==> src/rtl/lsu_pkg.sv <==
// Shared types and decode helpers for the load/store unit.
// Optional feature macro used by this slice: LSU_MISALIGN_EN.
package lsu_pkg;

  typedef enum logic [1:0] {
    S_IDLE = 2'd0,
    S_ACC0 = 2'd1,
    S_ACC1 = 2'd2,
    S_RESP = 2'd3
  } state_e;

  localparam logic [2:0] F3_B  = 3'b000;
  localparam logic [2:0] F3_H  = 3'b001;
  localparam logic [2:0] F3_W  = 3'b010;
  localparam logic [2:0] F3_BU = 3'b100;
  localparam logic [2:0] F3_HU = 3'b101;

  typedef struct packed {
    logic       ok;
    logic [2:0] nbytes;
  } size_dec_t;

  function automatic size_dec_t size_decode(input logic [2:0] f3);
    size_dec_t s;
    s.ok = 1'b1;
    case (f3)
      F3_B, F3_BU: s.nbytes = 3'd1;
      F3_H, F3_HU: s.nbytes = 3'd2;
      F3_W:        s.nbytes = 3'd4;
      default: begin
        s.ok     = 1'b0;
        s.nbytes = 3'd0;
      end
    endcase
    return s;
  endfunction

  // Bits [3:0] cover the first word, bits [7:4] the following word.
  function automatic logic [7:0] lane_mask(input logic [1:0] off, input logic [2:0] nbytes);
    logic [7:0] m;
    m = (8'h01 << nbytes) - 8'h01;
    return m << off;
  endfunction

  function automatic logic misaligned(input logic [1:0] off, input logic [2:0] nbytes);
    return ({1'b0, off} + nbytes) > 3'd4;
  endfunction

endpackage

==> src/rtl/lsu_align.sv <==
// Combinational data steering: store shift/lane split over two words,
// load right-shift and sign/zero extension.
module lsu_align
  import lsu_pkg::*;
(
  input  logic [1:0]  off_i,
  input  logic [2:0]  funct3_i,
  input  logic [31:0] wdata_i,
  input  logic [31:0] lo_i,
  input  logic [31:0] hi_i,
  output logic [31:0] st_lo_o,
  output logic [31:0] st_hi_o,
  output logic [3:0]  be_lo_o,
  output logic [3:0]  be_hi_o,
  output logic [31:0] ld_o
);

  size_dec_t   sz;
  logic [63:0] st_w;
  logic [63:0] ld_w;
  logic [7:0]  mask;
  logic        unused_ok;

  always_comb begin
    sz   = size_decode(funct3_i);
    st_w = {32'h0, wdata_i} << {off_i, 3'b000};
    mask = lane_mask(off_i, sz.nbytes);
    ld_w = {hi_i, lo_i} >> {off_i, 3'b000};
    case (funct3_i)
      F3_B:    ld_o = {{24{ld_w[7]}}, ld_w[7:0]};
      F3_H:    ld_o = {{16{ld_w[15]}}, ld_w[15:0]};
      F3_BU:   ld_o = {24'h0, ld_w[7:0]};
      F3_HU:   ld_o = {16'h0, ld_w[15:0]};
      default: ld_o = ld_w[31:0];
    endcase
  end

  assign st_lo_o   = st_w[31:0];
  assign st_hi_o   = st_w[63:32];
  assign be_lo_o   = mask[3:0];
  assign be_hi_o   = mask[7:4];
  assign unused_ok = ^{sz.ok, ld_w[63:32]};

endmodule

==> src/rtl/lsu.sv <==
// Load/store unit: single-outstanding initiator on the data-memory port.
// Define LSU_MISALIGN_EN to split misaligned H/W accesses into two word cycles.
module lsu
  import lsu_pkg::*;
(
  input  logic        clk,
  input  logic        reset,
  input  logic        req_valid,
  output logic        req_ready,
  input  logic        req_we,
  input  logic [2:0]  req_funct3,
  input  logic [31:0] req_addr,
  input  logic [31:0] req_wdata,
  output logic        resp_valid,
  output logic [31:0] resp_rdata,
  output logic        resp_err,
  output logic [31:0] daddr,
  output logic [31:0] dwdata,
  output logic [3:0]  dwe,
  input  logic [31:0] drdata
);

  state_e      state_q, state_d;
  logic        we_q, err_q;
  logic [2:0]  f3_q;
  logic [31:0] addr_q, wdata_q, lo_q, hi_val;
  size_dec_t   req_sz, cur_sz;
  logic        req_mis, req_err, cur_mis, accept;
  logic [31:0] st_lo, st_hi, ld_word, base_addr;
  logic [3:0]  be_lo, be_hi;
  logic        unused_ok;

  assign accept    = req_valid && req_ready;
  assign req_sz    = size_decode(req_funct3);
  assign req_mis   = misaligned(req_addr[1:0], req_sz.nbytes);
  assign cur_sz    = size_decode(f3_q);
  assign cur_mis   = misaligned(addr_q[1:0], cur_sz.nbytes);
  assign base_addr = {addr_q[31:2], 2'b00};

`ifdef LSU_MISALIGN_EN
  logic [31:0] hi_q;

  assign req_err   = !req_sz.ok;
  assign hi_val    = cur_mis ? hi_q : 32'h0;
  assign unused_ok = ^{cur_sz.ok, req_mis};

  always_ff @(posedge clk) begin
    if (!reset)                hi_q <= 32'h0;
    else if (state_q == S_ACC1) hi_q <= drdata;
  end
`else
  assign req_err   = !req_sz.ok || req_mis;
  assign hi_val    = 32'h0;
  assign unused_ok = ^{cur_sz.ok, cur_mis, st_hi, be_hi};
`endif

  lsu_align u_align (
    .off_i    (addr_q[1:0]),
    .funct3_i (f3_q),
    .wdata_i  (wdata_q),
    .lo_i     (lo_q),
    .hi_i     (hi_val),
    .st_lo_o  (st_lo),
    .st_hi_o  (st_hi),
    .be_lo_o  (be_lo),
    .be_hi_o  (be_hi),
    .ld_o     (ld_word)
  );

  always_ff @(posedge clk) begin
    if (!reset) state_q <= S_IDLE;
    else        state_q <= state_d;
  end

  always_comb begin
    state_d    = state_q;
    req_ready  = 1'b0;
    resp_valid = 1'b0;
    daddr      = 32'h0;
    dwdata     = 32'h0;
    dwe        = 4'h0;
    case (state_q)
      S_IDLE: begin
        req_ready = reset;
        if (req_valid && reset) state_d = req_err ? S_RESP : S_ACC0;
      end
      S_ACC0: begin
        daddr  = base_addr;
        dwdata = st_lo;
        dwe    = we_q ? be_lo : 4'h0;
`ifdef LSU_MISALIGN_EN
        state_d = cur_mis ? S_ACC1 : S_RESP;
`else
        state_d = S_RESP;
`endif
      end
`ifdef LSU_MISALIGN_EN
      S_ACC1: begin
        daddr   = base_addr + 32'd4;  // wraps past the top of memory
        dwdata  = st_hi;
        dwe     = we_q ? be_hi : 4'h0;
        state_d = S_RESP;
      end
`endif
      S_RESP: begin
        resp_valid = 1'b1;
        state_d    = S_IDLE;
      end
      default: state_d = S_IDLE;
    endcase
  end

  always_ff @(posedge clk) begin
    if (!reset) begin
      we_q    <= 1'b0;
      err_q   <= 1'b0;
      f3_q    <= 3'b000;
      addr_q  <= 32'h0;
      wdata_q <= 32'h0;
      lo_q    <= 32'h0;
    end else begin
      if (accept) begin
        we_q    <= req_we;
        err_q   <= req_err;
        f3_q    <= req_funct3;
        addr_q  <= req_addr;
        wdata_q <= req_wdata;
      end
      if (state_q == S_ACC0) lo_q <= drdata;
    end
  end

  // Stores and errors report zero data.
  assign resp_rdata = (resp_valid && !err_q && !we_q) ? ld_word : 32'h0;
  assign resp_err   = resp_valid && err_q;

endmodule

==> config.mk <==
export PLATFORM = sky130hd
export DESIGN_NAME = lsu
export DESIGN_NICKNAME = d
export VERILOG_FILES = /design/src/rtl/lsu_pkg.sv /design/src/rtl/lsu_align.sv /design/src/rtl/lsu.sv
export SDC_FILE = /design/constraint.sdc
export NUM_CORES = 1
export LEC_CHECK = 0
export ABC_AREA = 1
export CORE_MARGIN = 8
export CORE_UTILIZATION = 50
export DETAILED_ROUTE_END_ITERATION = 16
export GPL_TIMING_DRIVEN = 0
export MAX_ROUTING_LAYER = met4
export PLACE_DENSITY = 0.86
export SKIP_CTS_REPAIR_TIMING = 1
export SYNTH_ARGS = -nofsm -noshare
export SYNTH_HDL_FRONTEND = slang
export SYNTH_HIERARCHICAL = 1
export SYNTH_SLANG_ARGS = --single-unit
==> constraint.sdc <==
create_clock -name clk -period 5.4 [get_ports clk]
set_clock_uncertainty 0.1 [all_clocks]
set_input_delay 0.81 -clock clk [delete_from_list [all_inputs] [get_ports clk]]
set_output_delay 0.81 -clock clk [all_outputs]
set_load 0.005 [all_outputs]
==> summary.txt, run 1 <==
Outcome
  • Status: finished, final reports clean

Routing
  • ANT nets after route: 0
  • DR WL/cell: between 15 and 20 µm
  • Via density: between 5 and 6
  • Drt first pass iters: 5
  • Via count: 7783
  • Starting DRT DRC Count: around 660
  • Total Wirelength: 23.89 mm
  • DR DRC count: 0

Worst setup path
  • Startpoint Class: register
  • Worst setup EP type: output port
  • Slowest cell on crit path: clkdlybuf4s50_1
  • Most frequent CP cell: nand2_1
  • Critical path class: register to output port
  • Crit path max-delay family: buffers and inverters
  • Worst path required time: approximately 4500 ps
  • Worst reg-to-reg path cell count: 6
  • Critical Path Fanout Max: 10
  • Crit path cell chain: buf_2 > o21ai_0 > ha_1 > or2_2 > nand2_1 > nand2_1 > nand2_1 > nand2_1 > nor2_1 > clkdlybuf4s50_1
  • Arrival time worst endpoint: approximately 2800 ps
  • Critical path depth: 10
  • Worst Path Buf+Inv: 2
  • CP max stage delay: 520 ps

Placed design
  • GPL Wtd Cong: 0.9958
  • Dpl hpwl: 18.80 mm
  • IO buf count: ~200
  • Setup Slack @ Placement: around 2100 ps

STA
  • Worst slew pin tran: between 600 and 700 ps
  • Final Hold Violating Endpoints: 0
  • RSZ-0062 raised after global routing: no
  • Setup-failing EPs final: 0
  • Total Negative Setup Slacks: 0 ps
  • Final Critical Period: approximately 3700 ps
  • Max Fclk: roughly 270 MHz
  • Final WS setup: 1660 ps
  • Slew headroom: 59.78%
  • Final period util: 69.27%
  • Slew Limit Fails: 0

Die
  • Initial core utilization: between 50 and 60%
  • Number of core rows: a little over 40
  • IO Count: between 200 and 250
  • Die H: 130.0 µm
  • Die X-Extent: around 130 µm
  • Core ar.: between 10000 and 15000 µm²
  • Die footprint: 16900 µm²

Pwr
  • Power Total: 1983 µW
  • Sequential power share: between 40% and 50%
  • Peak supply drop: approximately 0.00024 V
  • Lkg Pwr: about 0.0038 µW
  • Net switching power: 641.8 µW
  • Sw Share: 32.37%
  • Clock network power share: 32.4%
  • Power density cells: approximately 220 nW/µm²
  • Internal: around 1300 µW
  • Combinational share of power: between 20% and 30%

CTS
  • Worst-Skew Late Latency: roughly 360 ps
  • Clock slew at reported path FFs: ~70 ps
  • Clk sinks: 103
  • CTS tree: done
  • Total CTS buffers: 9
  • Htree depth: 3
  • Clk buf depth: 2
  • Root buf cell: clkbuf_16

Global route
  • Initial antenna violation count: 0
  • Overall Global Routing Usage: 29.22%
  • Vias in the first global route: approximately 7.3k
  • Largest net degree at the start of global routing: 19
  • First-pass GRT wire length: 37.58 mm
  • Grt total ovfl: 0

Job
  • Max-Cap Viols: 0

Final layout
  • ANT cells: 0
  • Layout cells sized above 1: 7.016%
  • Nets: approximately 1.5k
  • Synthesis-to-layout area growth: 40.97%

Yosys
  • Yosys warnings: 6
  • Synthesized area per cell: between 5 and 6 µm²
  • Synthesized area: between 6000 and 7000 µm²
  • Mapped Cells: ~1.1k

Hold path
  • Hold Crit Class: register to register
  • Min-Delay Path Depth: 2
-- worst min-delay path, cell delays in order (launching register included) --
cell and delay (ps):
dfxtp_1 310, nand2_1 60, a21oi_1 50
-- power groups by stage --
stage	Clock (µW)	Combinational, µW	Sequential (µW)
after CTS	644	487	845
after global placement	0	478	861
after floorplan	0	297	850
final	642	494	847
after detailed placement	0	485	862
after global routing	674	549	852
-- flip-flops by register name, indices dropped and copies added, names as in the netlist --
name / cells
wdata_q: 32
state_q: 2
lo_q: 32
err_q: 1
addr_q: 32
we_q: 1
f3_q: 3
-- stage by stage --
stage          cell area, µm²  hold slack, ps  utilization, %  cells
2_1_floorplan            6650           340.9               -   1137
3_3_place_gp             8877           350.7           70.06   1510
3_5_place_dp             8877           355.5           70.06   1510
4_1_cts                  9158           365.6           72.27   1526
5_1_grt                  9158           372.7           72.27   1526
6_report                 9158           365.8           72.27   1526
-- cell usage in the layout, fill, tap and decap left out --
master and instances:
nand2_1 259, clkdlybuf4s50_1 201, nor2_1 178, nand3_1 163, inv_1 124, dfxtp_1 103
a21oi_1 69, o21ai_0 63, conb_1 42, buf_2 35, clkbuf_1 27, buf_4 10
buf_6 9, clkbuf_16 9, and2_1 8, o22ai_1 8, inv_2 7, buf_1 6
nand2_2 5, nand3_2 5, o21ai_1 4, nand2_4 3, nor2_4 2, ha_1 2
clkinv_4 2, inv_6 2, nand4_2 1, fa_1 1, clkinv_2 1, inv_8 1
nor2_2 1, buf_8 1, nand3b_1 1, or2_2 1
-- layout make-up --
class	count	area, µm²
Timing Repair Buffer	201	2012
Clock inverter	6	51.30
Sequential cell	103	2062
Tap cell	172	215.2
Buffer	87	486.7
Multi-Input combinational cell	816	3610
Clock buffer	10	229.0
Inverter	131	491.7
Fill cell	1128	3513
-- worst paths after layout --
kind | start | end | slack, ps
worst max-delay path | f3_q[1]$_SDFFE_PN0P_ | dwe[3] | 1660
worst min register to register | addr_q[7]$_SDFFE_PN0P_ | addr_q[7]$_SDFFE_PN0P_ | 370
worst max register to register | state_q[0]$_SDFFE_PN0P_ | lo_q[28]$_SDFFE_PN0P_ | 3760
worst min-delay path | addr_q[7]$_SDFFE_PN0P_ | addr_q[7]$_SDFFE_PN0P_ | 370
-- metal layers --
layer  vias up  part of all wire (%)  wire length, µm  global-route usage (%)
li1       3888                     -                -                       -
met1      3529                    42            10070                   35.33
met2       334                    47            11250                   47.20
met3        32                   8.9             2127                   7.548
met4         0                   1.9              447                   8.333
met5         -                     0                0                       -
(Power assumes the default switching activity.)
==> run 2: changes to the inputs <==
- CORE_UTILIZATION: 50 -> 43
- PLACE_DENSITY: 0.86 -> 0.79
- clock period: 5.4 -> 3.34 ns (I/O delays scaled with it)
==> run 2 against run 1 <==
Against the previous run: hold slack lost 2.0 ps; routed wire length shrank 3.0%; first-iteration DRC count is 12% lower; sequential share of layout area fell by 0.11 points; combinational power increased by 60%; utilization decreased by 11 points; sequential cell count stayed put; design area rose by 0.48%; clock power increased by 65%; total power increased by 62%; critical endpoint is now dwe[1]; largest cell class unchanged.
==> summary.txt, run 2 (synthesized netlist as in run 1, its figures left out) <==
Worst setup path
  • Worst R2R End: lo_q[30]$_SDFFE_PN0P_
  • R2r setup slk: 1700 ps (-2060 ps)
  • Critical Path Fanout Max: 10 (unchanged)
  • Worst path required time: 2740 ps (-1750 ps)
  • Worst setup EP type: output port
  • Startpoint Class: register
  • Worst reg-to-reg path cell count: 6 (unchanged)
  • Critical path class: register to output port
  • Reg2reg start: state_q[0]$_SDFFE_PN0P_
  • Arrival time worst endpoint: 2590 ps (-240 ps)

Final layout
  • ANT cells: 0 (unchanged)
  • Top Registers: addr_q: 32 flops, lo_q: 32 flops, wdata_q: 32 flops
  • Synthesis-to-layout area growth: 41.64%
  • Fill cells: 1515 (+34%)
  • Commonest non-fill, non-tap cells in the layout: nand2_1, clkdlybuf4s50_1, nor2_1
  • Commonest non-fill, non-tap cell in the layout: nand2_1
  • Nets: 1455 (unchanged)
  • Layout cells sized above 1: 7.238% (+0.22 points)

Global route
  • Overall Global Routing Usage: 24.20% (-5.0 points)
  • Met1 capacity usage during global routing: 28.49% (-6.8 points)
  • Grt total ovfl: 0 (unchanged)
  • Vias in the first global route: 7332 (-0.068%)
  • Met2 GRT Util: 39.28% (-7.9 points)
  • Initial antenna violation count: 0 (unchanged)
  • First-pass GRT wire length: 36.92 mm (-1.8%)
  • Largest net degree at the start of global routing: 18 (-1)
  • Most used routing layer: met2
  • Met3 usage: 6.059% (-1.5 points)

Pwr
  • Net switching power: 1016 µW (+58%)
  • Lkg Pwr: 0.003780 µW (about the same)
  • Power density cells: 349.7 nW/µm² (+62%)
  • Sequential power share: 42.4% (-0.3 points)
  • Power Total: 3218 µW (+62%)
  • Combinational share of power: 24.5% (-0.4 points)
  • Peak supply drop: 0.0002808 V (+19%)
  • Clock network power share: 33.1% (+0.7 points)
  • Sw Share: 31.56% (-0.81 points)
  • Internal: 2202 µW (+64%)

CTS
  • Clk sinks: 103 (unchanged)
  • Root buf cell: clkbuf_16
  • Total CTS buffers: 9 (unchanged)
  • Htree depth: 3 (unchanged)
  • Clk buf depth: 2 (unchanged)
  • CTS tree: done
  • Clock slew at reported path FFs: 70 ps (about the same)
  • Worst-Skew Late Latency: 350 ps (about the same)

Routing
  • Via count: 7608 (-2.2%)
  • DR DRC count: 0 (unchanged)
  • Total Wirelength: 23.17 mm (-3.0%)
  • ANT nets after route: 0 (unchanged)
  • DR WL/cell: 15.03 µm (-4.0%)
  • Starting DRT DRC Count: 579 (-12%)
  • Via density: 4.934 (-3.3%)
  • Drt first pass iters: 5 (unchanged)

STA
  • Slew headroom: 61.41% (+1.6 points)
  • Final Hold Violating Endpoints: 0 (unchanged)
  • Final WS setup: 146.6 ps (-1513 ps)
  • Setup-failing EPs final: 0 (unchanged)
  • Final period util: 95.61%
  • WHS: 363.8 ps (-1.998 ps)
  • Worst slew pin tran: 578.8 ps (-24.40 ps)
  • RSZ-0062 raised after global routing: no
  • Final Critical Period: approximately 3200 ps
  • Slew Limit Fails: 0 (unchanged)
  • Max Fclk: between 300 and 400 MHz

Job
  • Max-Cap Viols: 0 (unchanged)

Die
  • Initial core utilization: 43.38% (-7.9 points)
  • Die X-Extent: 138.9 µm (+6.9%)
  • Number of core rows: 45 (+9.8%)
  • Die H: 138.9 µm (+6.9%)
  • Core ar.: 14980 µm² (+18%)
  • IO Count: 206 (unchanged)
  • Die footprint: 19300 µm² (+14%)

Hold path
  • Hold Crit Class: register to register
  • Hold EP: addr_q[29]$_SDFFE_PN0P_
  • Min-Delay Path Depth: 2 (unchanged)
  • Min-delay src: addr_q[29]$_SDFFE_PN0P_

Placed design
  • IO buf count: 201 (unchanged)
  • Setup Slack @ Placement: 373.6 ps (-1766 ps)
  • GPL Wtd Cong: 0.9342 (-6.2%)
  • Dpl hpwl: 18.46 mm (-1.8%)

Outcome
  • Status: finished, final reports clean
## run 2: worst max-delay path: stages (launching register included)
cell and delay [ps]:
dfxtp_1 310, clkbuf_4 190, inv_2 110, nand2_4 100
ha_1 320, or2_2 280, a21oi_1 160, nand2_1 80
nor2_2 170, clkdlybuf4s50_1 520
## run 2: final cells by class
cell class              instances  area, µm²  share of cell area (%)
clock inverters                 5      38.79                  0.4215
clock buffers                  11      252.7                   2.747
well taps                     188      235.2                   2.556
flip-flops and latches        103       2062                   22.41
multi-input cells             816       3620                   39.34
repair buffers                201       2012                   21.87
inverters                     131      491.7                   5.344
plain buffers                  87      489.2                   5.317
## run 2: stage by stage
step	util, %	setup TNS, ps	cell area, µm²	cells
floorplan	-	0	6650	1137
global placement	59.41	0	8897	1526
detailed placement	59.41	0	8897	1526
CTS	61.35	-33.46	9189	1542
global route	61.44	0	9201	1542
finish	61.44	0	9201	1542
## run 2: power groups by stage
stage	Sequential (µW)	Combinational, µW	Clock [µW]
after global routing	1370	881	1130
final	1370	789	1060
after detailed placement	1390	778	0
after CTS	1360	782	1070
after global placement	1390	770	0
after floorplan	1370	479	0
## run 2: worst max path at each step
stage                          from      to  slack, ps
2_1_floorplan  f3_q[1]$_SDFFE_PN0P_  dwe[3]       1170
3_3_place_gp   f3_q[1]$_SDFFE_PN0P_  dwe[1]        380
3_5_place_dp   f3_q[1]$_SDFFE_PN0P_  dwe[3]        370
4_1_cts        f3_q[1]$_SDFFE_PN0P_  dwe[3]        -20
5_1_grt        f3_q[1]$_SDFFE_PN0P_  dwe[1]        0.8
6_report       f3_q[1]$_SDFFE_PN0P_  dwe[1]        150
## run 2: layer usage
layer / share of wire [%] / routed length, µm / vias to the layer above
li1: - / - / 3880
met1: 43 / 9989 / 3380
met2: 46 / 10750 / 305
met3: 7.4 / 1703 / 43
met4: 3.1 / 724 / 0
met5: 0 / 0 / -
